### config.mk
export PLATFORM = sky130hd
export DESIGN_NAME = tdm_demux4_flat
export DESIGN_NICKNAME = d
export VERILOG_FILES = /design/src/rtl/tdm_demux4_if.sv /design/src/rtl/tdm_demux4.sv /design/src/flat_wrapper.sv
export SDC_FILE = /design/constraint.sdc
export NUM_CORES = 1
export LEC_CHECK = 0
export CAP_MARGIN = 20
export CORE_MARGIN = 4
export CORE_UTILIZATION = 40
export CTS_CLUSTER_DIAMETER = 40
export DETAILED_ROUTE_END_ITERATION = 8
export DONT_BUFFER_PORTS = 1
export GPL_TIMING_DRIVEN = 0
export PLACE_DENSITY = 0.52
export SYNTH_ARGS = -nofsm -noshare
export SYNTH_HDL_FRONTEND = slang
export SYNTH_SLANG_ARGS = --single-unit
export TNS_END_PERCENT = 20
### constraint.sdc
create_clock -name clk -period 2.1 [get_ports clk]
set_clock_uncertainty 0.05 [all_clocks]
set_input_delay 0.105 -clock clk [delete_from_list [all_inputs] [get_ports clk]]
set_output_delay 0.105 -clock clk [all_outputs]
set_load 0.01 [all_outputs]
### src/rtl/tdm_demux4_if.sv
// Bus bundle between the shared TDM stream, the demultiplexer and its four consumers.
// The master side drives the sample stream and observes the recovered channels.
interface tdm_demux4_if #(
    parameter int WIDTH = 8
);
    logic             in_valid;
    logic [WIDTH-1:0] in_data;
    logic             frame_sync;

    logic [WIDTH-1:0] out0;
    logic [WIDTH-1:0] out1;
    logic [WIDTH-1:0] out2;
    logic [WIDTH-1:0] out3;
    logic [3:0]       valid;
    logic [1:0]       slot;
    logic             locked;
    logic             frame_done;
    logic             sync_err;

    modport master (
        output in_valid, in_data, frame_sync,
        input  out0, out1, out2, out3, valid, slot, locked, frame_done, sync_err
    );

    modport slave (
        input  in_valid, in_data, frame_sync,
        output out0, out1, out2, out3, valid, slot, locked, frame_done, sync_err
    );
endinterface

### src/rtl/tdm_demux4.sv
// Receive end of the 4-channel TDM link: locks onto the frame marker and splits the
// shared sample stream into four registered, holding channel outputs.
module tdm_demux4 #(
    parameter int WIDTH = 8
) (
    input  logic         clk,
    input  logic         rst,
    tdm_demux4_if.slave  bus
);
    localparam logic [0:0] HUNT   = 1'b0;
    localparam logic [0:0] LOCKED = 1'b1;

    logic [0:0]       state;
    logic [0:0]       next_state;
    logic [1:0]       slot_q;
    logic [1:0]       next_slot;
    logic [WIDTH-1:0] chan_q [4];
    logic [3:0]       valid_q;
    logic             frame_done_q;
    logic             sync_err_q;

    logic             wr_en;
    logic [1:0]       wr_idx;
    logic             set_done;
    logic             set_err;

    // A frame marker always restarts at channel 0; in LOCKED it is only an error
    // when it arrives before the current frame has wrapped back to slot 0.
    always_comb begin
        next_state = state;
        next_slot  = slot_q;
        wr_en      = 1'b0;
        wr_idx     = slot_q;
        set_done   = 1'b0;
        set_err    = 1'b0;
        if (bus.in_valid) begin
            if (state == HUNT) begin
                if (bus.frame_sync) begin
                    wr_en      = 1'b1;
                    wr_idx     = 2'd0;
                    next_slot  = 2'd1;
                    next_state = LOCKED;
                end
            end else begin
                if (bus.frame_sync) begin
                    wr_en     = 1'b1;
                    wr_idx    = 2'd0;
                    next_slot = 2'd1;
                    set_err   = (slot_q != 2'd0);
                end else if (slot_q != 2'd0) begin
                    wr_en     = 1'b1;
                    wr_idx    = slot_q;
                    next_slot = slot_q + 2'd1;
                    set_done  = (slot_q == 2'd3);
                end else begin
                    set_err    = 1'b1;
                    next_slot  = 2'd0;
                    next_state = HUNT;
                end
            end
        end
    end

    always_ff @(posedge clk or posedge rst) begin
        if (rst) begin
            state        <= HUNT;
            slot_q       <= 2'd0;
            valid_q      <= 4'd0;
            frame_done_q <= 1'b0;
            sync_err_q   <= 1'b0;
            for (int i = 0; i < 4; i++) begin
                chan_q[i] <= '0;
            end
        end else begin
            state        <= next_state;
            slot_q       <= next_slot;
            frame_done_q <= set_done;
            sync_err_q   <= set_err;
            valid_q      <= wr_en ? (4'b0001 << wr_idx) : 4'b0000;
            if (wr_en) begin
                chan_q[wr_idx] <= bus.in_data;
            end
        end
    end

    assign bus.out0       = chan_q[0];
    assign bus.out1       = chan_q[1];
    assign bus.out2       = chan_q[2];
    assign bus.out3       = chan_q[3];
    assign bus.valid      = valid_q;
    assign bus.slot       = slot_q;
    assign bus.locked     = (state == LOCKED);
    assign bus.frame_done = frame_done_q;
    assign bus.sync_err   = sync_err_q;
endmodule

### src/flat_wrapper.sv
// flat-port wrapper written by rule: the top's interface ports become plain ports
module tdm_demux4_flat 
#(
    parameter int WIDTH = 8
)
  (clk, rst, bus_in_valid, bus_in_data, bus_frame_sync, bus_out0, bus_out1, bus_out2, bus_out3, bus_valid, bus_slot, bus_locked, bus_frame_done, bus_sync_err);
  tdm_demux4_if #(.WIDTH(WIDTH)) bus_i ();
  input  logic clk;
  input  logic rst;
  input wire logic [$bits(bus_i.in_valid)-1:0] bus_in_valid;
  input wire logic [$bits(bus_i.in_data)-1:0] bus_in_data;
  input wire logic [$bits(bus_i.frame_sync)-1:0] bus_frame_sync;
  output wire logic [$bits(bus_i.out0)-1:0] bus_out0;
  output wire logic [$bits(bus_i.out1)-1:0] bus_out1;
  output wire logic [$bits(bus_i.out2)-1:0] bus_out2;
  output wire logic [$bits(bus_i.out3)-1:0] bus_out3;
  output wire logic [$bits(bus_i.valid)-1:0] bus_valid;
  output wire logic [$bits(bus_i.slot)-1:0] bus_slot;
  output wire logic [$bits(bus_i.locked)-1:0] bus_locked;
  output wire logic [$bits(bus_i.frame_done)-1:0] bus_frame_done;
  output wire logic [$bits(bus_i.sync_err)-1:0] bus_sync_err;
  assign bus_i.in_valid = bus_in_valid;
  assign bus_i.in_data = bus_in_data;
  assign bus_i.frame_sync = bus_frame_sync;
  assign bus_out0 = bus_i.out0;
  assign bus_out1 = bus_i.out1;
  assign bus_out2 = bus_i.out2;
  assign bus_out3 = bus_i.out3;
  assign bus_valid = bus_i.valid;
  assign bus_slot = bus_i.slot;
  assign bus_locked = bus_i.locked;
  assign bus_frame_done = bus_i.frame_done;
  assign bus_sync_err = bus_i.sync_err;
  tdm_demux4 #(.WIDTH(WIDTH)) u_core (.clk(clk), .rst(rst), .bus(bus_i));
endmodule
==> metrics <==
Yosys top cell area share 0.630; Bufs on Longest Clock Path 2; Inserted Diodes 0; Yosys Warn Count 0; gpl congestion roughly 0.76; DIE HEIGHT between 70 and 80 um; FF-to-FF End u_core.bus.out3[7]; vias 889; crit path from u_core.bus.slot[1]; die extent in x between 70 and 80 um; Worst-path clk slew roughly 0.08 ns; WP data required 2.22 ns; unrepaired setup endpoints after global routing true; Fmax roughly 490 MHz; postcts setup bufs 0; Period Utilization, post-route 0.974; clock latency on the worst-skew pair 0.29 ns; P&R area growth vs syn 19.4%; Placed Instances 150; Netlist cell types 19; core area between 3000 and 4000 um2; port bufs 0; Max rail drop VDD slightly below 0.6 mV; Worst Hold Class primary input to flop; Reg-to-Reg Start u_core.bus.slot[1]; count leader, synth dfrtp_1; layout cells sized above 1 0.434; EDFF count, synth 0; Mapped Area between 1500 and 2000 um2; Final Hold Viols 0; # rows 22; CTS tree yes; Sink Count 41; initial antenna violation count 0; Nets between 100 and 150; Max Cap Viol 0; r2r setup slk about 0.055 ns; CTS H-Tree Depth 2; Arrival @ worst endpoint about 2.2 ns; pins over their slew limit 0; Die ar. around 5000 um2; ranking of synthesized cells by area dfrtp_1, mux2_2, mux2_4; DP Wirelength around 2100 um; R2R depth 7; largest net degree at the start of global routing 42; DRT Pass-1 Iters 4; drt total wl 3250 um; top_reg_cell synth dfrtp_1; PD cells ~1300 nW/um2; Synth top cells by count dfrtp_1, mux2_2, mux2_4; drt via density roughly 5.2; final setup violation count 0; Total GRT Usage 0.140; sequential share of the synthesized area 0.630; syn_nets between 100 and 150; GRT Residual Overflow 0; WL/cell around 19 um; crit path max fanout 9; Post-synth ARST share 1.00; crit path kind flop to flop; CP Launch Type flop; mean area per synthesized cell roughly 16 um2; P_leak a little under 0.9 nW; FF+latch count, synth 41; Finished Layout Cells 170; Design Area, Final 1940 um2; clk root buf clkbuf_8; slew at the pin with the worst max-slew slack 0.859 ns; max_slew headroom 0.426; Synth area leader dfrtp_1; Ports 53; Syn Inst Count ~100; Tmin final around 2.0 ns; Setup crit end kind flop; first-pass GRT wire length approximately 5400 um; Routed Antenna Nets 0; status finished, final reports clean; total CTS buffers 5; Iter 0 DRT Violations 18; Placement Cell Area between 1500 and 2000 um2; vias in the first global route a little under 1k; Starting Density 0.429; Worst Setup EP u_core.bus.out3[7]; # DRC 0
-- critical path, cell delays in order (launching register included) --
cell      delay, ns
dfrtp_2        0.50
inv_4          0.07
ha_4           0.17
ha_4           0.15
and4bb_4       0.33
and3_4         0.20
buf_12         0.14
mux2_4         0.30
-- metal layers --
metal / share of wire / vias to the layer above / global-route usage
met5: 0 / - / 0
met4: 0.016 / 0 / 0.0564
met3: 0.10 / 5 / 0.0743
met2: 0.48 / 34 / 0.217
met1: 0.40 / 451 / 0.162
li1: - / 399 / -
-- how the worst min path moves through the flow --
stage | startpoint | endpoint | slack [ns] | depth (start not counted)
global route | bus_frame_sync | u_core.bus.sync_err | 0.03 | 3
detailed placement | rst | u_core.bus.frame_done | 0.15 | 1
CTS | bus_frame_sync | u_core.bus.sync_err | 0.02 | 3
floorplan | bus_in_valid | u_core.bus.locked | 0.16 | 1
global placement | bus_in_valid | u_core.bus.locked | 0.17 | 1
finish | bus_frame_sync | u_core.bus.sync_err | 0.04 | 3
-- metrics by stage --
| step | utilization | worst slack [ns] | total power, W | hold slack, ns | TNS, ns |
|---|---|---|---|---|---|
| final | 0.512 | 0.0551 | 0.00257 | 0.0416 | 0 |
| after global routing | 0.512 | -0.0392 | 0.00274 | 0.0346 | -0.369 |
| after CTS | 0.503 | 0.00324 | 0.00258 | 0.0219 | 0 |
| after detailed placement | 0.444 | -0.188 | 0.00202 | 0.151 | -4.10 |
| after global placement | 0.444 | -0.137 | 0.00199 | 0.166 | -2.95 |
| after floorplan | - | 0.0217 | 0.00186 | 0.159 | 0 |
-- layout by cell type, fill, tap and decap left out, drive strengths merged --
master	n
nand3	2
o21ai	1
a21oi	2
ha	4
and4bb	1
nor3	1
and2	1
mux2	32
clkinvlp	1
and3	1
clkbuf	5
dfrtp	41
inv	7
nand2	2
a31oi	1
nor3b	1
a22o	1
nor2	2
o211ai	1
clkinv	2
dlygate4sd3	12
buf	1
-- registers in the layout, summed over array words and instances (netlist names) --
register and count:
u_core.bus.out1 8, u_core.bus.out3 8, u_core.bus.sync_err 1, u_core.bus.locked 1
u_core.bus.slot 2, u_core.bus.out2 8, u_core.bus.valid 4, u_core.bus.out0 8
u_core.bus.frame_done 1
-- report_power, final --
| group | total [W] | switching, W | internal (W) |
|---|---|---|---|
| Combinational | 0.000558 | 0.000196 | 0.000363 |
| Clock | 0.000502 | 0.000273 | 0.000229 |
| Sequential | 0.00151 | 0.000404 | 0.00110 |
| Total | 0.00257 | 0.000873 | 0.00170 |
-- what timing repair did --
item | 4_1_cts | 5_1_grt
setup endpoints to repair | 24 | 24
endpoints found under the hold margin | 77 | 0
gates resized for setup | 8 | 5
hold buffers | 12 | 0
-- cells by family after synthesis --
family | after synthesis | synth area share
simple gates | 11 | 0.0500
mux | 32 | 0.240
compound gates | 6 | 0.0261
flops | 41 | 0.630
buf+inv | 8 | 0.0231
fa+ha+maj | 4 | 0.0307
-- layout make-up --
class / count / area [um2]
Sequential cell: 41 / 1030
Buffer: 1 / 20.0
Multi-Input combinational cell: 53 / 597
Timing Repair Buffer: 12 / 120
Inverter: 7 / 31.3
Clock inverter: 3 / 17.5
Fill cell: 328 / 1860
Clock buffer: 5 / 68.8
Tap cell: 48 / 60.1
Note: power is estimated with default switching activity, not from simulation.
